### src/rtl/selector_overlay.sv
// Selector box overlay: frame-synchronous position update,
// two-stage pixel pipeline against an external 66x59 shape ROM.
module selector_overlay (
   input  logic        clk,
   input  logic        rst_n,
   input  logic        frame_start,
   input  logic        pix_valid,
   input  logic [10:0] pix_x,
   input  logic [9:0]  pix_y,
   input  logic        pos_valid,
   output logic        pos_ready,
   input  logic [10:0] pos_x,
   input  logic [9:0]  pos_y,
   input  logic        blink_en,
   output logic [6:0]  rom_address,
   input  logic [58:0] rom_data,
   output logic        out_valid,
   output logic        out_on
);

   localparam logic [0:0] S_IDLE    = 1'b0;
   localparam logic [0:0] S_PENDING = 1'b1;

   localparam logic [10:0] BOX_W = 11'd59;
   localparam logic [10:0] BOX_H = 11'd66;

   logic [0:0]  state;
   logic [10:0] pend_x;
   logic [9:0]  pend_y;
   logic [10:0] cur_x;
   logic [9:0]  cur_y;
   logic [4:0]  frame_cnt;

   logic [10:0] dx;
   logic [10:0] dy;
   logic        hit0;

   logic        vld1;
   logic        hit1;
   logic [5:0]  col1;
   logic [5:0]  bit_idx;
   logic        visible;

   assign pos_ready = (state == S_IDLE);

   // Offsets are only meaningful when the ">=" terms hold,
   // so the subtraction never needs to wrap.
   assign dx = pix_x - cur_x;
   assign dy = {1'b0, pix_y} - {1'b0, cur_y};

   assign hit0 = pix_valid
               & (pix_x >= cur_x)
               & (dx < BOX_W)
               & (pix_y >= cur_y)
               & (dy < BOX_H);

   assign bit_idx = 6'd58 - col1;
   assign visible = ~blink_en | ~frame_cnt[4];

   always_ff @(posedge clk or negedge rst_n) begin
      if (!rst_n) begin
         state  <= S_IDLE;
         pend_x <= '0;
         pend_y <= '0;
         cur_x  <= '0;
         cur_y  <= '0;
      end else begin
         unique case (state)
            S_IDLE: begin
               if (pos_valid) begin
                  pend_x <= pos_x;
                  pend_y <= pos_y;
                  state  <= S_PENDING;
               end
            end
            S_PENDING: begin
               if (frame_start) begin
                  cur_x <= pend_x;
                  cur_y <= pend_y;
                  state <= S_IDLE;
               end
            end
            default: state <= S_IDLE;
         endcase
      end
   end

   always_ff @(posedge clk or negedge rst_n) begin
      if (!rst_n) begin
         frame_cnt <= '0;
      end else if (frame_start) begin
         frame_cnt <= frame_cnt + 5'd1;
      end
   end

   always_ff @(posedge clk or negedge rst_n) begin
      if (!rst_n) begin
         vld1        <= 1'b0;
         hit1        <= 1'b0;
         col1        <= '0;
         rom_address <= '0;
      end else begin
         vld1        <= pix_valid;
         hit1        <= hit0;
         col1        <= hit0 ? dx[5:0] : 6'd0;
         rom_address <= hit0 ? dy[6:0] : 7'd0;
      end
   end

   always_ff @(posedge clk or negedge rst_n) begin
      if (!rst_n) begin
         out_valid <= 1'b0;
         out_on    <= 1'b0;
      end else begin
         out_valid <= vld1;
         out_on    <= hit1 & rom_data[bit_idx] & visible;
      end
   end

endmodule

### config.mk
export PLATFORM = sky130hd
export DESIGN_NAME = selector_overlay
export DESIGN_NICKNAME = d
export VERILOG_FILES = /design/src/rtl/selector_overlay.sv
export SDC_FILE = /design/constraint.sdc
export NUM_CORES = 1
export LEC_CHECK = 0
export ABC_AREA = 1
export BUFFER_PORTS_ARGS = -buffer_cell sky130_fd_sc_hd__buf_2
export CORE_MARGIN = 1
export CORE_UTILIZATION = 45
export CTS_BUF_LIST = sky130_fd_sc_hd__clkbuf_16
export DETAILED_ROUTE_END_ITERATION = 10
export PLACE_DENSITY = 0.73
export REMOVE_ABC_BUFFERS = 1
export SYNTH_ARGS = -nofsm -noshare
export SYNTH_HDL_FRONTEND = slang
export SYNTH_SLANG_ARGS = --single-unit
### constraint.sdc
create_clock -name clk -period 2.23 [get_ports clk]
set_input_delay 0.1115 -clock clk [delete_from_list [all_inputs] [get_ports clk]]
set_output_delay 0.1115 -clock clk [all_outputs]
set_load 0.03 [all_outputs]
==> results.py <==
metrics = {
    "cts": {
        "cts.sinks": 65,
        "cts_buffers": 9,
        "clk_pin_slew_ns": 0.05,
        "cts_root_buf": "clkbuf_16",
        "cts_setup_buffers": 0,
        "htreeDepth": 3,
        "cts_tree": "yes",
        "worstSkewPairLatency_ns": 0.33,
        "clockBufferDepth": 2,
    },
    "global_route": {
        "grt_pass1_vias": 3812,
        "grt_max_degree": 66,
        "antenna_found_initial": 0,
        "grt_pass1_wl_mm": 16.6,
        "grt_overflow_total": 0,
        "grt.total_usage_pct": 20.8,
    },
    "final_layout": {
        "final.fill_count": 938,
        "syn_to_final_growth_pct": 26.3,
        "drive_gt1_share_pct": 26.9,
        "fin_nets": 848,
        "instances_no_fill": 849,
        "diodes": 0,
    },
    "synth": {
        "ys_warn_count": 0,
        "async_flop_share_pct": 100,
        "synth_edf_count": 0,
        "synth_compound_area_share_pct": 7.58,
        "ys.flop_type": "dfrtp_1",
        "synth_area_per_cell_sq_um": 7.32,
        "synth_seq_area_share_pct": 37.6,
        "ys_ff_latch": 65,
        "synth_cell_types": 35,
        "synth.mux.area_fraction_pct": 4.17,
        "synthAdderAreaFrac_pct": 7.58,
        "synth_top_family_by_area": "simple AND/OR/NAND/NOR gates",
        "synth_xor_area_share_pct": 2.20,
        "yosys.area.top_type": "dfrtp_1",
        "synth_area_leaders": "dfrtp_1, nand2_1, nand3_1",
        "yosysMostFrequentCell": "nand2_1",
        "netlist_area_sq_um": 4320,
        "synthSimpleGateAreaFrac_pct": 31.9,
        "synth.top_cell.area_share_pct": 37.6,
        "ys_top_cells_by_count": "nand2_1, inv_1, nand3_1",
        "synthCells": 591,
    },
    "floorplanning": {
        "die_area_sq_um": 10000,
        "row_count": 35,
        "initial_core_util_pct": 46.6,
        "io_pins": 117,
        "core_sq_um": 9280,
        "die_h_um": 100,
        "die_w_um": 100,
    },
    "critical_path": {
        "cp-start-kind": "register",
        "crit_path_end_kind": "register",
        "cp_slowest_stage_delay_ns": 0.37,
        "cp.required_ns": 2.48,
        "critPathMostFrequentCell": "nand3_1",
        "critical_path_arrival_ns": 2.32,
        "slowest_stage": "dfrtp_1",
        "path_cells": "ha_2, fa_2, inv_2, nand2_2, nand2_2, nand3_1, nand3_1, nand2_1, nor2_1, nand3_1, nor2_1, nand3_2, buf_12, nor2_2",
        "critPathKind": "reg2reg",
        "cp_max_fo": 14,
    },
    "timing": {
        "fin_crit_ns": 2.07,
        "holdWs_ns": 0.0140,
        "worst_slew_pin_slew_ns": 0.799,
        "relSlewSlack_pct": 46.7,
        "fin_skew_ns": 0.00656,
        "fin_crit_sh_pct": 92.7,
        "rsz0062_at_grt": "yes",
        "finalSetupViolCount": 0,
        "slew_violations": 0,
        "final-hold-violation-count": 0,
        "timing.fmax_mhz": 484,
        "setup_tns_ns": 0,
    },
    "routing": {
        "drt-initial-drc-count": 161,
        "via_count": 4123,
        "ant_nets": 0,
        "wl_per_cell_um": 11.6,
        "routed_wl_mm": 9.83,
        "drc": 0,
        "via_per_inst": 4.86,
        "drt-pass1-iter-count": 6,
    },
    "place": {
        "gp_congestion": 0.846,
        "dp.final_hpwl_mm": 7.68,
        "portBuffers": 116,
        "numPlacedInstances": 831,
    },
    "pwr": {
        "cellLeakagePower_nw": 3.03,
        "vdd.ir_drop.worst_mv": 0.500,
        "powerDensity_nw_per_um2": 915,
    },
    "outcome": {
        "outcome": "completed",
    },
    "run": {
        "maxCapViolCount": 0,
    },
    "hold_path": {
        "min_path_type": "in2reg",
    },
}
final timing paths:
| path | startpoint | end | slack [ns] | cells past startpoint |
|---|---|---|---|---|
| max | cur_y[0] | col1[4] | 0.16 | 14 |
| min | pos_y[6] | pend_y[6] | 0.01 | 2 |
| max reg2reg | cur_y[0] | col1[4] | 0.16 | 14 |
| min reg2reg | vld1 | out_valid | 0.35 | 0 |
| max in group asynchronous | rst_n | frame_cnt[0] | 1.21 | 3 |
| min in group asynchronous | rst_n | pend_y[7] | 0.49 | 3 |
placed cells by master (no fill, tap or decap), types with 3 or more instances in the layout:
cell type      count
a21oi_1           34
buf_2            116
buf_4             11
clkbuf_16          9
dfrtp_1           65
dlygate4sd3_1      3
ha_1              21
inv_1             81
inv_2              3
mux2_2            16
nand2_1          155
nand2_2            8
nand3_1           71
nand4_1            9
nor2_1            48
nor2_2            15
o21ai_0           15
o21bai_1           3
xnor2_1            3
xor2_1             5
metal layers:
| metal | track usage, % | routed length, um | vias to the layer above |
|---|---|---|---|
| met5 | 0 | 0 | - |
| met4 | 5.57 | 91 | 0 |
| met3 | 5.50 | 610 | 9 |
| met2 | 36.4 | 4720 | 138 |
| met1 | 25.3 | 4400 | 1845 |
| li1 | - | - | 2131 |
registers in the layout, indices dropped and copies added, names as in the netlist:
name / cells
pend_y: 10
hit1: 1
out_on: 1
vld1: 1
rom_address: 7
pend_x: 11
frame_cnt: 5
cur_y: 10
state: 1
cur_x: 11
out_valid: 1
col1: 6
worst max-delay path, delay by kind of cell (launching register included):
kind	cells	cell delay [ns]
simple gates	10	0.84
fa+ha+maj	2	0.53
flops	1	0.37
buf+inv	2	0.24
power breakdown:
part | total (W) | switching (W) | internal (W)
sequential | 0.00156 | 0.000123 | 0.00144
clock | 0.00143 | 0.000475 | 0.000956
combinational | 0.00200 | 0.00119 | 0.000817
total | 0.00500 | 0.00178 | 0.00321
metrics by stage:
stage | util, % | power [W] | setup slack, ns | area (sq um)
after floorplan | - | 0.00303 | 0.0120 | 4250
after global placement | 54.9 | 0.00348 | 0.134 | 5090
after detailed placement | 54.9 | 0.00353 | 0.0550 | 5090
after CTS | 58.3 | 0.00500 | 0.0501 | 5420
after global routing | 58.8 | 0.00540 | -0.0152 | 5460
final | 58.8 | 0.00500 | 0.164 | 5460
cell families after synthesis:
group                      count (synthesis)
buffers and inverters                    100
adders and majority gates                 25
xor gates and xnor gates                  10
and+or+nand+nor                          314
muxes                                     16
DFF                                       65
AOI/OAI and AO/OA                         61
layout make-up:
| cell class | count | area (sq um) | area share, % |
|---|---|---|---|
| well taps | 129 | 161 | 2.96 |
| repair buffers | 131 | 713 | 13.1 |
| flip-flops and latches | 65 | 1630 | 29.8 |
| clock inverters | 6 | 76.3 | 1.40 |
| inverters | 83 | 312 | 5.71 |
| clock buffers | 9 | 225 | 4.12 |
| multi-input cells | 426 | 2350 | 43.0 |
repair_timing:
item                                    4_1_cts  5_1_grt
hold buffers                                  2        1
hold endpoints to repair                     46        1
endpoints found under the setup margin        0       14
gates resized for setup                       0       12
Note: power is estimated with default switching activity, not from simulation.
